==> src/rtl/result_display.sv <==
// rtl/result_display.sv - Captures the calculator result, converts it to BCD and scans it onto a 4-digit 7-seg display.
// Optional hex display mode (extra hex_sel input) is enabled by defining DISP_HEX_EN.
module result_display #(
  parameter int REFRESH_BITS = 16,
  parameter int SEG_ACT_LOW  = 1
) (
  input  logic       clk,
  input  logic       rst,
  input  logic       Done,
`ifdef DISP_HEX_EN
  input  logic       hex_sel,
`endif
  input  logic [3:0] Out_H,
  input  logic [3:0] Out_L,
  output logic       busy,
  output logic       upd,
  output logic [6:0] seg,
  output logic [3:0] an
);

  localparam logic [6:0] SEG_OFF = (SEG_ACT_LOW != 0) ? 7'h7F : 7'h00;
  localparam logic [3:0] AN_OFF  = (SEG_ACT_LOW != 0) ? 4'hF  : 4'h0;

  typedef enum logic {
    IDLE,
    CONV
  } state_t;

  state_t      state_q, state_d;
  logic        done_q;
  logic        load;
  logic [7:0]  bin_q, bin_d;
  logic [11:0] bcd_q, bcd_d;
  logic [2:0]  cnt_q, cnt_d;
  logic [3:0]  hund_q, hund_d;
  logic [3:0]  tens_q, tens_d;
  logic [3:0]  ones_q, ones_d;
  logic        hex_q, hex_d;
  logic        upd_q, upd_d;

  logic [11:0] bcd_adj;
  logic [19:0] dd_shift;

  logic [REFRESH_BITS-1:0] scan_q, scan_d;
  logic [1:0]  slot;
  logic [3:0]  digit;
  logic        lit;
  logic [6:0]  glyph;
  logic [6:0]  seg_q, seg_d;
  logic [3:0]  an_q, an_d;

  function automatic logic [6:0] seg_glyph(input logic [3:0] d);
    case (d)
      4'h0:    seg_glyph = 7'h3F;
      4'h1:    seg_glyph = 7'h06;
      4'h2:    seg_glyph = 7'h5B;
      4'h3:    seg_glyph = 7'h4F;
      4'h4:    seg_glyph = 7'h66;
      4'h5:    seg_glyph = 7'h6D;
      4'h6:    seg_glyph = 7'h7D;
      4'h7:    seg_glyph = 7'h07;
      4'h8:    seg_glyph = 7'h7F;
      4'h9:    seg_glyph = 7'h6F;
      4'hA:    seg_glyph = 7'h77;
      4'hB:    seg_glyph = 7'h7C;
      4'hC:    seg_glyph = 7'h39;
      4'hD:    seg_glyph = 7'h5E;
      4'hE:    seg_glyph = 7'h79;
      default: seg_glyph = 7'h71;
    endcase
  endfunction

  assign load = Done & ~done_q;

  // One double-dabble step: add 3 to every BCD nibble >= 5, then shift {bcd, bin} left.
  always_comb begin
    bcd_adj = bcd_q;
    for (int i = 0; i < 3; i++) begin
      if (bcd_q[4*i +: 4] >= 4'd5) begin
        bcd_adj[4*i +: 4] = bcd_q[4*i +: 4] + 4'd3;
      end
    end
    dd_shift = {bcd_adj, bin_q} << 1;
  end

  always_comb begin
    state_d = state_q;
    bin_d   = bin_q;
    bcd_d   = bcd_q;
    cnt_d   = cnt_q;
    hund_d  = hund_q;
    tens_d  = tens_q;
    ones_d  = ones_q;
    hex_d   = hex_q;
    upd_d   = 1'b0;
    if (load) begin
      // A new load always wins, even over a conversion already in flight.
`ifdef DISP_HEX_EN
      if (hex_sel) begin
        state_d = IDLE;
        hund_d  = 4'd0;
        tens_d  = Out_H;
        ones_d  = Out_L;
        hex_d   = 1'b1;
        upd_d   = 1'b1;
      end else
`endif
      begin
        state_d = CONV;
        bin_d   = {Out_H, Out_L};
        bcd_d   = 12'd0;
        cnt_d   = 3'd0;
      end
    end else if (state_q == CONV) begin
      bin_d = dd_shift[7:0];
      bcd_d = dd_shift[19:8];
      cnt_d = cnt_q + 3'd1;
      if (cnt_q == 3'd7) begin
        state_d = IDLE;
        hund_d  = dd_shift[19:16];
        tens_d  = dd_shift[15:12];
        ones_d  = dd_shift[11:8];
        hex_d   = 1'b0;
        upd_d   = 1'b1;
      end
    end
  end

  assign slot   = scan_q[REFRESH_BITS-1 -: 2];
  assign scan_d = scan_q + REFRESH_BITS'(1);

  // Leading-zero blanking applies only to decimal; hex always shows both nibbles.
  always_comb begin
    digit = ones_q;
    lit   = 1'b1;
    case (slot)
      2'd0: begin
        digit = ones_q;
        lit   = 1'b1;
      end
      2'd1: begin
        digit = tens_q;
        lit   = hex_q | (hund_q != 4'd0) | (tens_q != 4'd0);
      end
      2'd2: begin
        digit = hund_q;
        lit   = ~hex_q & (hund_q != 4'd0);
      end
      default: begin
        digit = 4'd0;
        lit   = 1'b0;
      end
    endcase
    glyph = seg_glyph(digit);
    seg_d = lit ? glyph : 7'h00;
    an_d  = lit ? (4'b0001 << slot) : 4'b0000;
    if (SEG_ACT_LOW != 0) begin
      seg_d = ~seg_d;
      an_d  = ~an_d;
    end
  end

  always_ff @(posedge clk or posedge rst) begin
    if (rst) begin
      state_q <= IDLE;
      done_q  <= 1'b0;
      bin_q   <= 8'd0;
      bcd_q   <= 12'd0;
      cnt_q   <= 3'd0;
      hund_q  <= 4'd0;
      tens_q  <= 4'd0;
      ones_q  <= 4'd0;
      hex_q   <= 1'b0;
      upd_q   <= 1'b0;
      scan_q  <= '0;
      seg_q   <= SEG_OFF;
      an_q    <= AN_OFF;
    end else begin
      state_q <= state_d;
      done_q  <= Done;
      bin_q   <= bin_d;
      bcd_q   <= bcd_d;
      cnt_q   <= cnt_d;
      hund_q  <= hund_d;
      tens_q  <= tens_d;
      ones_q  <= ones_d;
      hex_q   <= hex_d;
      upd_q   <= upd_d;
      scan_q  <= scan_d;
      seg_q   <= seg_d;
      an_q    <= an_d;
    end
  end

  assign busy = (state_q == CONV);
  assign upd  = upd_q;
  assign seg  = seg_q;
  assign an   = an_q;

endmodule

==> config.mk <==
export PLATFORM = sky130hd
export DESIGN_NAME = result_display
export DESIGN_NICKNAME = d
export VERILOG_FILES = /design/src/rtl/result_display.sv
export SDC_FILE = /design/constraint.sdc
export NUM_CORES = 1
export LEC_CHECK = 0
export ABC_AREA = 1
export BUFFER_PORTS_ARGS = -buffer_cell sky130_fd_sc_hd__buf_2
export CORE_MARGIN = 1
export CORE_UTILIZATION = 40
export CTS_CLUSTER_DIAMETER = 50
export DETAILED_ROUTE_END_ITERATION = 8
export PLACE_DENSITY_LB_ADDON = 0.1
export SYNTH_ARGS = -nofsm -noshare
export SYNTH_HDL_FRONTEND = slang
export SYNTH_SLANG_ARGS = --single-unit
==> constraint.sdc <==
create_clock -name clk -period 4.65 [get_ports clk]
set_input_delay 0.465 -clock clk [delete_from_list [all_inputs] [get_ports clk]]
set_output_delay 0.465 -clock clk [all_outputs]
set_load 0.01 [all_outputs]
Word level (Yosys, flattened, before mapping)
Memories as Yosys holds them, arrays and structs flattened.
Cells that the tools add are included.
{"block": "classes", "addsub": 5, "magnitude_cmp": 3, "eq_ne": 3, "shifts": 1, "muxes": 19, "bitwise_logic": 6, "n_reduce_logical": 5}
{"operator": "$mux 12", "count": 2}
{"operator": "$add 16x1->16 const B", "count": 1}
{"operator": "$mux 8", "count": 2}
{"operator": "$ge 4x3->1 const B", "count": 3}
{"operator": "$mux 4", "count": 3}
{"operator": "$pmux 4 s3", "count": 1}
{"operator": "$mux 3", "count": 3}
{"operator": "$add 4x2->4 const B", "count": 2}
{"operator": "$reduce_bool 4->1", "count": 2}
{"operator": "$mux 7", "count": 1}
{"operator": "$not 7->7", "count": 1}
{"operator": "$mux 1", "count": 6}
{"operator": "$not 4->4", "count": 1}
{"operator": "$shl 1x2->4 const A", "count": 1}
{"operator": "$add 3x1->3 const B", "count": 1}
{"operator": "$add 3x2->3 const B", "count": 1}
{"operator": "$eq 3x3->1 const B", "count": 1}
{"operator": "$pmux 1 s3", "count": 1}
{"operator": "$reduce_and 3->1", "count": 1}
{"operator": "$eq 2x1->1 const B", "count": 1}
{"operator": "$eq 2x2->1 const B", "count": 1}
{"operator": "$logic_not 2->1", "count": 1}
{"operator": "$not 1->1", "count": 2}
{"operator": "$reduce_bool 2->1", "count": 1}
{"operator": "other kinds (2)", "count": 2}
{"block": "totals", "ff_bits": 65, "romBits": 112, "in_bits": 11, "out_inout_bits": 13, "word_cells": 55, "memories": 1}
{"memory": "(no name shown)", "depth": 16, "width": 7, "rd": 1, "rd_clocked_by_memory_dff": 0, "write_ports": 0, "line_no": "53", "text": "case (d)"}

Logic depth before layout (Yosys ltp)
{"block": "depth", "word_depth": 5, "mapped_depth": 13, "ltp_nobuf": 12}

Worst setup path after synthesis
Ideal clock, no wire load.
{"block": "synth_path", "path_type": "register to register", "startpoint": "register scan_q[14]", "endpoint": "register seg_q[1] (netlist: seg[1])", "setup_time_ps": 77, "t_arrival_ps": 1485, "required_time_ps": 4573, "setup_slack_ps": 3089, "stages_incl_launch_ff": 11, "n_path_buf": 1, "period_less_slack_ps": 1561, "cell_sequence": "dfrtp_1 > buf_6 > nor2_2 > nand2_1 > nand3_1 > inv_1 > ha_1 > nand2_1 > nor2_1 > nor2_1 > nand2_1"}
{"block": "synth_via", "elab_chain_len": 5, "elab_cells_between_ends": 8, "cone_classes": "2 x eq/ne; 3 x mux; 1 x bitwise; 1 x reduce/logical; 1 x memory"}
{"item": "start: declaration", "line_no": "44", "text": "logic [REFRESH_BITS-1:0] scan_q, scan_d;"}
{"item": "start signal: assignment", "line_no": "189", "text": "scan_q <= scan_d;"}
{"item": "$eq 2x2->1, or another cell as far along", "line_no": "136", "text": "case (slot)"}
{"item": "$pmux 4 s3", "line_no": "136"}
{"item": "$mem_v2 16x7"}
{"item": "$mux 7 (*)", "line_no": "155", "text": "seg_d = lit ? glyph : 7'h00;"}
{"item": "$not 7->7 (*)", "line_no": "158", "text": "seg_d = ~seg_d;"}
{"item": "net seg_d[1]", "line_no": "49", "text": "logic [6:0] seg_q, seg_d;"}
{"item": "end signal: assignment", "line_no": "190", "text": "seg_q <= seg_d;"}
{"item": "end: declaration", "line_no": "49"}
Mark *: on every way through the listed nets, which the timed path passes. The rest lies on a longest branch.
A chain may end at the register's enable or synchronous reset.

Worst setup path after layout
Ends and elaborated chain as after synthesis.

==> results.md <==
* Crit path DAT at 2.10 ns
* Largest net degree at the start of global routing at 66
* Layout cells sized above 1 at 0.193
* Sequential cell area at 1640 sq um
* CP max FO at 8
* DR vias at 2362
* Hold Path Class: input pin to flip-flop
* Async SR Flop Fraction at 1.00
* Setup_tns at 0 ns
* Multi-input logic area at 1360 sq um
* GRT overflow at 0
* Area post-placement at 3450 sq um
* Post-route cell area at 3640 sq um
* Gate Count Post-Synth at 359
* Post-synthesis instance area at 3250 sq um
* Die width at 92.1 um
* Hpwl dp at 4.38 mm
* Routed len/inst at 12.4 um
* Min Hold Slack at 0.244 ns
* Synth cell count leaders: 88 x nand2_1, 54 x dfrtp_1, 45 x inv_1, 32 x nand3_1, 21 x o21ai_0
* Final hold violation count at 0
* Initial core utilization at 0.418
* Outcome: completed
* Vias in the first global route at 2337
* Clk root buf: clkbuf_8
* Row cnt at 32
* Die Y at 92.1 um
* Antenna violations before repair at 0
* Max Clock Freq at 0.546 GHz
* Power Density at 564 nW/um^2
* Register area share after synthesis at 0.505
* PortBufs at 23
* Die area at 8480 sq um
* Dominant cell by count in the synthesized netlist: nand2_1
* Synth top area share at 0.416
* CTS tree: done
* Clock Path Buffers at 2
* Nets at 414
* First-pass GRT wire length at 11.0 mm
* Synthesized flop and latch total at 65
* Iteration-0 DRC count of the detailed router at 65
* RSZ-0062 raised after global routing: no
* Area grow syn2layout at 12.2%
* Finished Core Util at 0.469
* Router iterations before antenna repair at 4
* WP data required at 4.92 ns
* DRC Markers at 0
* Fin. max-slew vios at 0
* Largest cells by area after synthesis: dfrtp_1 42%, nand2_1 10%, dfstp_2 8.9%, ha_1 5.8%, inv_1 5.2%
* Cts hold-fix bufs at 0
* FILL cells at 809
* Synth area leader: dfrtp_1
* P_leak at 1.81 nW
* Post-route ant nets at 0
* Clock transition at path regs at 0.07 ns
* # resized after CTS at 0
* Max_slew headroom at 0.456
* Critical path class: flip-flop to flip-flop
* Yosys warnings at 0
* Critical path startpoint category: flip-flop
* EDFF count, synth at 0
* # clock sinks at 65
* Syn nets at 385
* Crit end category: flip-flop
* Max cap viols at 0
* Core area at 7770 sq um
* Skew-Pair Late Insertion Delay at 0.34 ns
* Top FF cell, synth: dfrtp_1
* Tightest Pin Transition at 0.815 ns
* Vias/cell at 4.77
* Worst setup margin at 2.82 ns
* Setup Skew at 0.00982 ns
* # diodes at 0
* Average cell area after synthesis at 9.04 sq um
* DP Worst Slack at 2.70 ns
* Io pins at 24
* Tmin final at 1.83 ns
* Total GRT Usage at 0.168
* Synth unique cells at 30
* DRT Wirelength at 6.14 mm
* Final worst path period share at 0.394
* Max H-tree Level at 3
* TritonCTS Buffers at 9
* Placer congestion estimate at 0.845
* Postcts setup bufs at 0
* VDD IR max at 244 uV
* Final setup viols at 0
[placed cells by master (no fill, tap or decap)]
master	instances
inv_2	5
o211ai_1	2
nand4_1	2
dfstp_2	11
nand2_1	88
clkbuf_8	10
nand2_2	5
nor2_1	16
nor2_4	2
nand3_1	32
nand3_2	4
bufinv_16	1
inv_4	3
nor2_8	1
conb_1	1
nor2_2	5
dfrtp_1	54
o221ai_1	5
xor2_1	12
o22ai_1	5
a22o_1	2
ha_1	15
clkbuf_1	3
o21ai_0	21
buf_2	23
a21oi_1	1
xnor2_1	6
o21ai_1	6
nor3_2	1
clkinv_2	2
inv_1	44
nand3_4	2
buf_4	1
nor3_1	2
[worst max-delay path: stages, from the launching register on]
cell     delay, ns
dfrtp_1       0.52
nor2_2        0.23
nand2_1       0.10
nand3_1       0.15
inv_1         0.14
ha_1          0.31
nand2_1       0.11
nor2_1        0.05
nor2_1        0.08
nand2_1       0.06
[sequential cells by signal (all words and copies together) (netlist names)]
signal / flops
cnt_q: 3
tens_q: 4
bcd_q: 12
an: 4
busy: 1
ones_q: 4
scan_q: 16
upd: 1
bin_q: 8
done_q: 1
seg: 7
hund_q: 4
[stage by stage]
stage / cells / power [W]
after floorplan: 359 / 0.00141
after global placement: 479 / 0.00158
after detailed placement: 479 / 0.00160
after CTS: 495 / 0.00208
after global routing: 495 / 0.00223
final: 495 / 0.00205
[metal layers]
layer	wire length, um	vias to the layer above	GRT usage
met5	0	-	0
met4	46	0	0.0469
met3	200	5	0.0547
met2	2900	38	0.267
met1	2990	1116	0.218
li1	-	1203	-
[where the power goes]
group,internal (W),total [W],switching [W],leakage [nW]
logic,0.000269,0.000750,0.000481,0.910
clock network,0.000261,0.000470,0.000209,0.0974
registers,0.000743,0.000832,0.0000897,0.806
[path summary, 6_finish.rpt]
check / start / end / slack [ns] / cells past startpoint
max: scan_q[14]$_DFF_PP0_ / seg[1]$_DFF_PP1_ / 2.82 / 9
min in group asynchronous: rst / bin_q[5]$_DFFE_PP0P_ / 0.36 / 3
min reg2reg: scan_q[0]$_DFF_PP0_ / scan_q[0]$_DFF_PP0_ / 0.45 / 1
max reg2reg: scan_q[14]$_DFF_PP0_ / seg[1]$_DFF_PP1_ / 2.82 / 9
min: Done / done_q$_DFF_PP0_ / 0.24 / 1
max in group asynchronous: rst / bcd_q[4]$_DFFE_PP0P_ / 3.75 / 3
[kinds of logic (layout without fill, tap and decap cells)]
| group | count (synthesis) | after routing | share of synthesized area |
|---|---|---|---|
| and+or+nand+nor | 160 | 160 | 0.235 |
| DFF | 65 | 65 | 0.505 |
| buffers and inverters | 58 | 92 | 0.0756 |
| AOI/OAI and AO/OA | 42 | 42 | 0.0763 |
| xor gates and xnor gates | 18 | 18 | 0.0486 |
| adders and majority gates | 15 | 15 | 0.0578 |
| other | 1 | 1 | 0.00116 |
[final cells by class]
cell class | instances | area share
Sequential cell | 65 | 0.450
Clock buffer | 13 | 0.0409
Tap cell | 102 | 0.0350
Inverter | 52 | 0.0557
Multi-Input combinational cell | 236 | 0.373
Timing Repair Buffer | 24 | 0.0337
Clock inverter | 3 | 0.0110
Power figures use the tool's default switching activity.
